`src/rtl/riscv_pkg.sv`:
```
// Shared RISC-V pipeline definitions.
// Holds the default datapath width, the major opcode constants, the ALUOp
// encodings produced by the main decoder and the packed control bundle that
// travels from ID into EX.
package riscv_pkg;

    localparam int XLEN_DEFAULT = 64;

    localparam logic [6:0] OPC_R      = 7'b0110011;
    localparam logic [6:0] OPC_R_W    = 7'b0111011;
    localparam logic [6:0] OPC_LOAD   = 7'b0000011;
    localparam logic [6:0] OPC_STORE  = 7'b0100011;
    localparam logic [6:0] OPC_BRANCH = 7'b1100011;

    typedef enum logic [1:0] {
        ALUOP_ADD    = 2'b00,
        ALUOP_BRANCH = 2'b01,
        ALUOP_RTYPE  = 2'b10
    } aluop_e;

    typedef struct packed {
        logic       alusrc;
        logic       memtoreg;
        logic       regwrite;
        logic       memread;
        logic       memwrite;
        logic       branch;
        logic [1:0] aluop;
    } ctrl_t;

endpackage

```
`src/rtl/id_ex_stage_load_use_detect.sv`:
```
// load_use_detect: combinational load-use hazard detector.
// Flags the ID instruction when the load currently in EX writes a register
// that ID reads before the load data is available.
// Ports:
//   i_ex_valid, i_ex_memread, i_ex_rd : load candidate in EX
//   i_id_valid, i_id_rs1, i_id_rs2    : consumer candidate in ID
//   i_id_alusrc, i_id_memwrite        : decide whether rs2 is really read
//   o_load_use                        : hazard flag
module load_use_detect (
    input  logic       i_ex_valid,
    input  logic       i_ex_memread,
    input  logic [4:0] i_ex_rd,
    input  logic       i_id_valid,
    input  logic [4:0] i_id_rs1,
    input  logic [4:0] i_id_rs2,
    input  logic       i_id_alusrc,
    input  logic       i_id_memwrite,
    output logic       o_load_use
);

    logic w_rs1_match;
    logic w_rs2_match;
    logic w_rs2_used;

    assign w_rs1_match = (i_ex_rd == i_id_rs1);
    assign w_rs2_match = (i_ex_rd == i_id_rs2);
    // rs2 is a real source for register-register ops and for stores (store
    // data); an immediate-form ALU op only carries an rs2-shaped imm field.
    assign w_rs2_used  = !i_id_alusrc | i_id_memwrite;

    // A load into x0 never produces a value anyone waits for.
    assign o_load_use = i_ex_valid & i_ex_memread & (i_ex_rd != 5'd0) & i_id_valid
                      & (w_rs1_match | (w_rs2_match & w_rs2_used));

endmodule

```
`src/rtl/id_ex_stage.sv`:
```
// id_ex_stage: ID/EX pipeline register with load-use bubble insertion.
// Per edge the priority is flush > hold > bubble > load. Flush and bubble
// kill the control bundle so an invalid EX slot can never write state.
// Ports:
//   clk, rst_n                      : clock, async active-low reset
//   id_*                            : decoded instruction from ID
//   ex_flush, ex_stall              : wrong-path kill, downstream hold
//   id_ready, load_use              : combinational handshake / hazard
//   ex_*                            : registered instruction in EX
//   bubble_cnt                      : saturating count of load-use bubbles
module id_ex_stage
    import riscv_pkg::*;
#(
    parameter int XLEN = XLEN_DEFAULT
) (
    input  logic            clk,
    input  logic            rst_n,
    input  logic            id_valid,
    input  logic [XLEN-1:0] id_pc,
    input  logic [XLEN-1:0] id_rs1_data,
    input  logic [XLEN-1:0] id_rs2_data,
    input  logic [XLEN-1:0] id_imm,
    input  logic [4:0]      id_rs1,
    input  logic [4:0]      id_rs2,
    input  logic [4:0]      id_rd,
    input  logic [2:0]      id_funct3,
    input  logic            id_funct7_5,
    input  logic            id_alusrc,
    input  logic            id_memtoreg,
    input  logic            id_regwrite,
    input  logic            id_memread,
    input  logic            id_memwrite,
    input  logic            id_branch,
    input  logic [1:0]      id_aluop,
    input  logic            ex_flush,
    input  logic            ex_stall,
    output logic            id_ready,
    output logic            load_use,
    output logic            ex_valid,
    output logic [XLEN-1:0] ex_pc,
    output logic [XLEN-1:0] ex_rs1_data,
    output logic [XLEN-1:0] ex_rs2_data,
    output logic [XLEN-1:0] ex_imm,
    output logic [4:0]      ex_rs1,
    output logic [4:0]      ex_rs2,
    output logic [4:0]      ex_rd,
    output logic [2:0]      ex_funct3,
    output logic            ex_funct7_5,
    output logic            ex_alusrc,
    output logic            ex_memtoreg,
    output logic            ex_regwrite,
    output logic            ex_memread,
    output logic            ex_memwrite,
    output logic            ex_branch,
    output logic [1:0]      ex_aluop,
    output logic [15:0]     bubble_cnt
);

    function automatic logic [15:0] sat_inc16(input logic [15:0] v);
        return (v == 16'hFFFF) ? v : v + 16'd1;
    endfunction

    ctrl_t            w_id_ctrl;
    logic             w_load_use;

    logic             r_ex_valid;
    ctrl_t            r_ex_ctrl;
    logic [XLEN-1:0]  r_ex_pc;
    logic [XLEN-1:0]  r_ex_rs1_data;
    logic [XLEN-1:0]  r_ex_rs2_data;
    logic [XLEN-1:0]  r_ex_imm;
    logic [4:0]       r_ex_rs1;
    logic [4:0]       r_ex_rs2;
    logic [4:0]       r_ex_rd;
    logic [2:0]       r_ex_funct3;
    logic             r_ex_funct7_5;
    logic [15:0]      r_bubble_cnt;

    assign w_id_ctrl = '{alusrc:   id_alusrc,
                         memtoreg: id_memtoreg,
                         regwrite: id_regwrite,
                         memread:  id_memread,
                         memwrite: id_memwrite,
                         branch:   id_branch,
                         aluop:    id_aluop};

    load_use_detect u_load_use_detect (
        .i_ex_valid    (r_ex_valid),
        .i_ex_memread  (r_ex_ctrl.memread),
        .i_ex_rd       (r_ex_rd),
        .i_id_valid    (id_valid),
        .i_id_rs1      (id_rs1),
        .i_id_rs2      (id_rs2),
        .i_id_alusrc   (id_alusrc),
        .i_id_memwrite (id_memwrite),
        .o_load_use    (w_load_use)
    );

    assign load_use = w_load_use;
    assign id_ready = !ex_stall & !w_load_use & !ex_flush;

    // ID -> EX register stage
    always_ff @(posedge clk or negedge rst_n) begin
        if (!rst_n) begin
            r_ex_valid    <= 1'b0;
            r_ex_ctrl     <= '0;
            r_ex_pc       <= '0;
            r_ex_rs1_data <= '0;
            r_ex_rs2_data <= '0;
            r_ex_imm      <= '0;
            r_ex_rs1      <= '0;
            r_ex_rs2      <= '0;
            r_ex_rd       <= '0;
            r_ex_funct3   <= '0;
            r_ex_funct7_5 <= 1'b0;
            r_bubble_cnt  <= '0;
        end else if (ex_flush) begin
            r_ex_valid <= 1'b0;
            r_ex_ctrl  <= '0;
        end else if (ex_stall) begin
            r_ex_valid <= r_ex_valid;
        end else if (w_load_use) begin
            // Bubble: the consumer stays in ID and enters on the next edge.
            r_ex_valid   <= 1'b0;
            r_ex_ctrl    <= '0;
            r_bubble_cnt <= sat_inc16(r_bubble_cnt);
        end else begin
            r_ex_valid    <= id_valid;
            r_ex_ctrl     <= id_valid ? w_id_ctrl : '0;
            r_ex_pc       <= id_pc;
            r_ex_rs1_data <= id_rs1_data;
            r_ex_rs2_data <= id_rs2_data;
            r_ex_imm      <= id_imm;
            r_ex_rs1      <= id_rs1;
            r_ex_rs2      <= id_rs2;
            r_ex_rd       <= id_rd;
            r_ex_funct3   <= id_funct3;
            r_ex_funct7_5 <= id_funct7_5;
        end
    end

    assign ex_valid    = r_ex_valid;
    assign ex_pc       = r_ex_pc;
    assign ex_rs1_data = r_ex_rs1_data;
    assign ex_rs2_data = r_ex_rs2_data;
    assign ex_imm      = r_ex_imm;
    assign ex_rs1      = r_ex_rs1;
    assign ex_rs2      = r_ex_rs2;
    assign ex_rd       = r_ex_rd;
    assign ex_funct3   = r_ex_funct3;
    assign ex_funct7_5 = r_ex_funct7_5;
    assign ex_alusrc   = r_ex_ctrl.alusrc;
    assign ex_memtoreg = r_ex_ctrl.memtoreg;
    assign ex_regwrite = r_ex_ctrl.regwrite;
    assign ex_memread  = r_ex_ctrl.memread;
    assign ex_memwrite = r_ex_ctrl.memwrite;
    assign ex_branch   = r_ex_ctrl.branch;
    assign ex_aluop    = r_ex_ctrl.aluop;
    assign bubble_cnt  = r_bubble_cnt;

endmodule

```
`config.mk`:
```
export PLATFORM = sky130hd
export DESIGN_NAME = id_ex_stage
export DESIGN_NICKNAME = d
export VERILOG_FILES = /design/src/rtl/riscv_pkg.sv /design/src/rtl/id_ex_stage_load_use_detect.sv /design/src/rtl/id_ex_stage.sv
export SDC_FILE = /design/constraint.sdc
export NUM_CORES = 1
export LEC_CHECK = 0
export BUFFER_PORTS_ARGS = -buffer_cell sky130_fd_sc_hd__buf_2
export CORE_AREA = 2 2 232 234
export CTS_CLUSTER_DIAMETER = 50
export DETAILED_ROUTE_END_ITERATION = 8
export DIE_AREA = 0 0 234 236
export GPL_ROUTABILITY_DRIVEN = 0
export HOLD_SLACK_MARGIN = 0.1
export PLACE_DENSITY = 0.45
export RECOVER_POWER = 100
export SETUP_SLACK_MARGIN = 0.5
export SLEW_MARGIN = 20
export SYNTH_ARGS = -nofsm -noshare
export SYNTH_HDL_FRONTEND = slang
export SYNTH_SLANG_ARGS = --single-unit
```
`constraint.sdc`:
```
create_clock -name clk -period 2.9 [get_ports clk]
set_input_delay 0.58 -clock clk [delete_from_list [all_inputs] [get_ports clk]]
set_output_delay 0.58 -clock clk [all_outputs]
set_load 0.1 [all_outputs]
```
==> impl_metrics.py <==
metrics = {
    "floorplan": {
        "dieArea_um2": 55220,
        "die_h_um": 236,
        "start_util": 0.2170,
        "io_pins": 590,
        "core_area_um2": 53070,
        "die_w_um": 234,
        "std_cell_rows": 85,
    },
    "grt": {
        "grt_first_pass_wirelength_um": 56790,
        "antenna_found_initial": 10,
        "grt_usage": 0.1361,
        "grt_max_degree": 72,
        "grt-ovfl-total": 0,
        "grt_pass1_vias": 9233,
    },
    "outcome": {
        "violations": "max-capacitance violations, max-slew violations",
        "status": "finished with violations",
    },
    "worst_setup_path": {
        "worstPathRequired_ns": 3.31,
        "crit_fanout": 7,
        "critical_path_class": "reg -> reg",
        "cp-end-kind": "register",
        "worst_setup_path_start_kind": "register",
        "cp.arrival_ns": 3.28,
    },
    "place": {
        "place_inst": 1971,
        "place.detailed.hpwl_um": 26970,
        "io_buffers": 589,
    },
    "min_path": {
        "hp-class": "in -> reg",
    },
    "cells_and_area": {
        "syn_to_final_growth_pct": 64.39,
        "multi_input_area_um2": 4621,
        "seqCellArea_um2": 7531,
        "fillers": 5372,
        "layout-drive-gt1-share": 0.5267,
        "nNetsFinal": 1678,
        "final_cell_mix": "clkbuf_1, buf_2, dfrtp_1",
        "layout.cells.non_filler": 2124,
        "final_common_cell": "clkbuf_1",
    },
    "sta": {
        "tightest_slew_ns": 1.778,
        "slew_viol_final": 66,
        "period_share": 0.9885,
        "fin_skew_ns": 0.01111,
        "rsz0062_at_grt": "yes",
        "setup_violations": 0,
        "tns_ns": 0,
        "slew_headroom": -0.1854,
        "max_freq_mhz": 348.9,
        "hold_viol_final": 0,
        "min_period_ns": 2.867,
    },
    "route": {
        "wirelength_um": 40990,
        "ant_nets": 0,
        "via_count": 8720,
        "drtIter0Drc": 261,
        "wire_per_inst_um": 19.30,
        "first_pass_iters": 4,
        "drc": 0,
        "via_per_inst": 4.105,
    },
    "clocking": {
        "htree_levels": 2,
        "cts_tree": "yes",
        "clk_pin_slew_ns": 0.06,
        "cts_root_buffer": "clkbuf_16",
        "clock_path_buffers": 3,
        "cts_buffers": 42,
        "cts_sinks": 300,
        "clock_latency_ns": 0.54,
    },
    "yosys": {
        "syn_inst": 695,
        "yosysWarnings": 0,
        "avgSynthCellArea_um2": 16.57,
        "ys_seq_elements": 300,
        "syn_area_um2": 11520,
        "synth_cell_types": 27,
        "yosysSeqAreaShare": 0.6518,
        "synthesis.nets": 984,
    },
    "job": {
        "maxCapViolations": 1,
    },
    "pwr": {
        "p_leak_nw": 8.843,
        "total_power_mw": 16.99,
        "peakVddDrop_mv": 0.4610,
        "powerDensity_nw_per_um2": 897.4,
    },
}
==> registers in the layout, indices dropped and copies added, names as in the netlist, 2 cells and up <==
name,cells
ex_funct3,3
ex_rd,5
ex_rs2_data,64
ex_imm,64
ex_aluop,2
ex_rs2,5
ex_rs1_data,64
bubble_cnt,16
ex_pc,64
ex_rs1,5
==> cell type report <==
class,count,area share
repair buffers,682,0.2312
multi-input cells,357,0.2441
clock inverters,26,0.01533
repair inverters,1,0.0008591
flip-flops and latches,300,0.3978
diodes,6,0.0007930
well taps,696,0.04600
clock buffers,51,0.06159
inverters,5,0.002379
==> metrics by stage <==
step | utilization | setup slack (ns) | hold WS [ns] | instance area, um2
after detailed placement | 0.2891 | 0.2540 | 0.4691 | 15340
after CTS | 0.3458 | 0.005930 | 0.2008 | 18350
after global routing | 0.3567 | -0.05131 | 0.2205 | 18930
final | 0.3568 | 0.03349 | 0.2551 | 18930
after global placement | 0.2891 | 0.2713 | 0.4614 | 15340
after floorplan | - | 0.2901 | 0.2844 | 11600
==> critical path, cell delays in order (launching register included) <==
cell and delay, ns:
dfrtp_4 0.52, xnor2_2 0.19, nand3_1 0.12, o22ai_2 0.25, and2_4 0.18, or3_4 0.19
clkinv_16 0.07, buf_6 0.11, buf_6 0.11, buf_16 0.15, buf_12 0.15, buf_8 0.13
buf_12 0.12, buf_16 0.13, mux2_4 0.29
==> routing by layer <==
metal,GRT usage,up-vias,wire [um]
met5,0,-,0
met4,0.04891,0,1212
met3,0.05573,80,4021
met2,0.2367,411,20060
met1,0.1475,4355,15690
li1,-,3874,-
==> cells in the mapped netlist, drive strengths merged <==
library cell | count | area (um2)
a22o | 1 | 8.760
inv | 5 | 18.76
nor2 | 7 | 26.28
and3 | 1 | 6.260
mux2 | 276 | 3108
a21oi | 1 | 5.000
xnor2 | 12 | 105.1
o22ai | 1 | 6.260
a32o | 8 | 80.08
nor4 | 2 | 12.51
and2 | 1 | 6.260
nand3 | 6 | 30.03
o21ai | 1 | 5.000
nor3 | 10 | 50.05
nand4 | 6 | 37.54
xor2 | 13 | 113.9
buf | 33 | 335.3
ha | 1 | 12.51
or3 | 1 | 6.260
nand2 | 8 | 30.03
dfrtp | 300 | 7507
nor2b | 1 | 6.260
==> power breakdown <==
part / leakage (nW) / total, mW / switching, mW / internal (mW)
clock network: 0.718 / 5.32 / 2.00 / 3.33
registers: 3.56 / 5.12 / 0.346 / 4.77
logic: 4.57 / 6.55 / 5.18 / 1.37
total: 8.84 / 17.0 / 7.52 / 9.46
==> final timing paths <==
check / startpoint / endpoint / slack (ns) / depth (start not counted)
max reg2reg: ex_rd[0] / ex_imm[14] / 0.03 / 14
min in group asynchronous: rst_n / ex_pc[18] / 1.05 / 2
max: ex_rd[0] / ex_imm[14] / 0.03 / 14
max in group asynchronous: rst_n / ex_pc[13] / 0.37 / 3
min: id_pc[18] / ex_pc[18] / 0.26 / 2
min reg2reg: bubble_cnt[0] / bubble_cnt[0] / 0.50 / 1
==> kinds of logic after synthesis <==
kind of cell,after synthesis,share of synthesized area
AOI/OAI and AO/OA,12,0.009125
xor gates and xnor gates,25,0.01901
adders and majority gates,1,0.001086
buffers and inverters,38,0.03074
DFF,300,0.6518
muxes,276,0.2699
and+or+nand+nor,43,0.01836
==> what timing repair did <==
action                     in CTS  in global routing
gates cloned                   24                  8
pin swaps                       4                  7
buffers inserted               34                  3
setup endpoints to repair     194                262
hold endpoints to repair       56                  0
hold buffers                    1                  0
gates resized for setup       150                194
No activity file was read; power rests on OpenSTA's default activity.
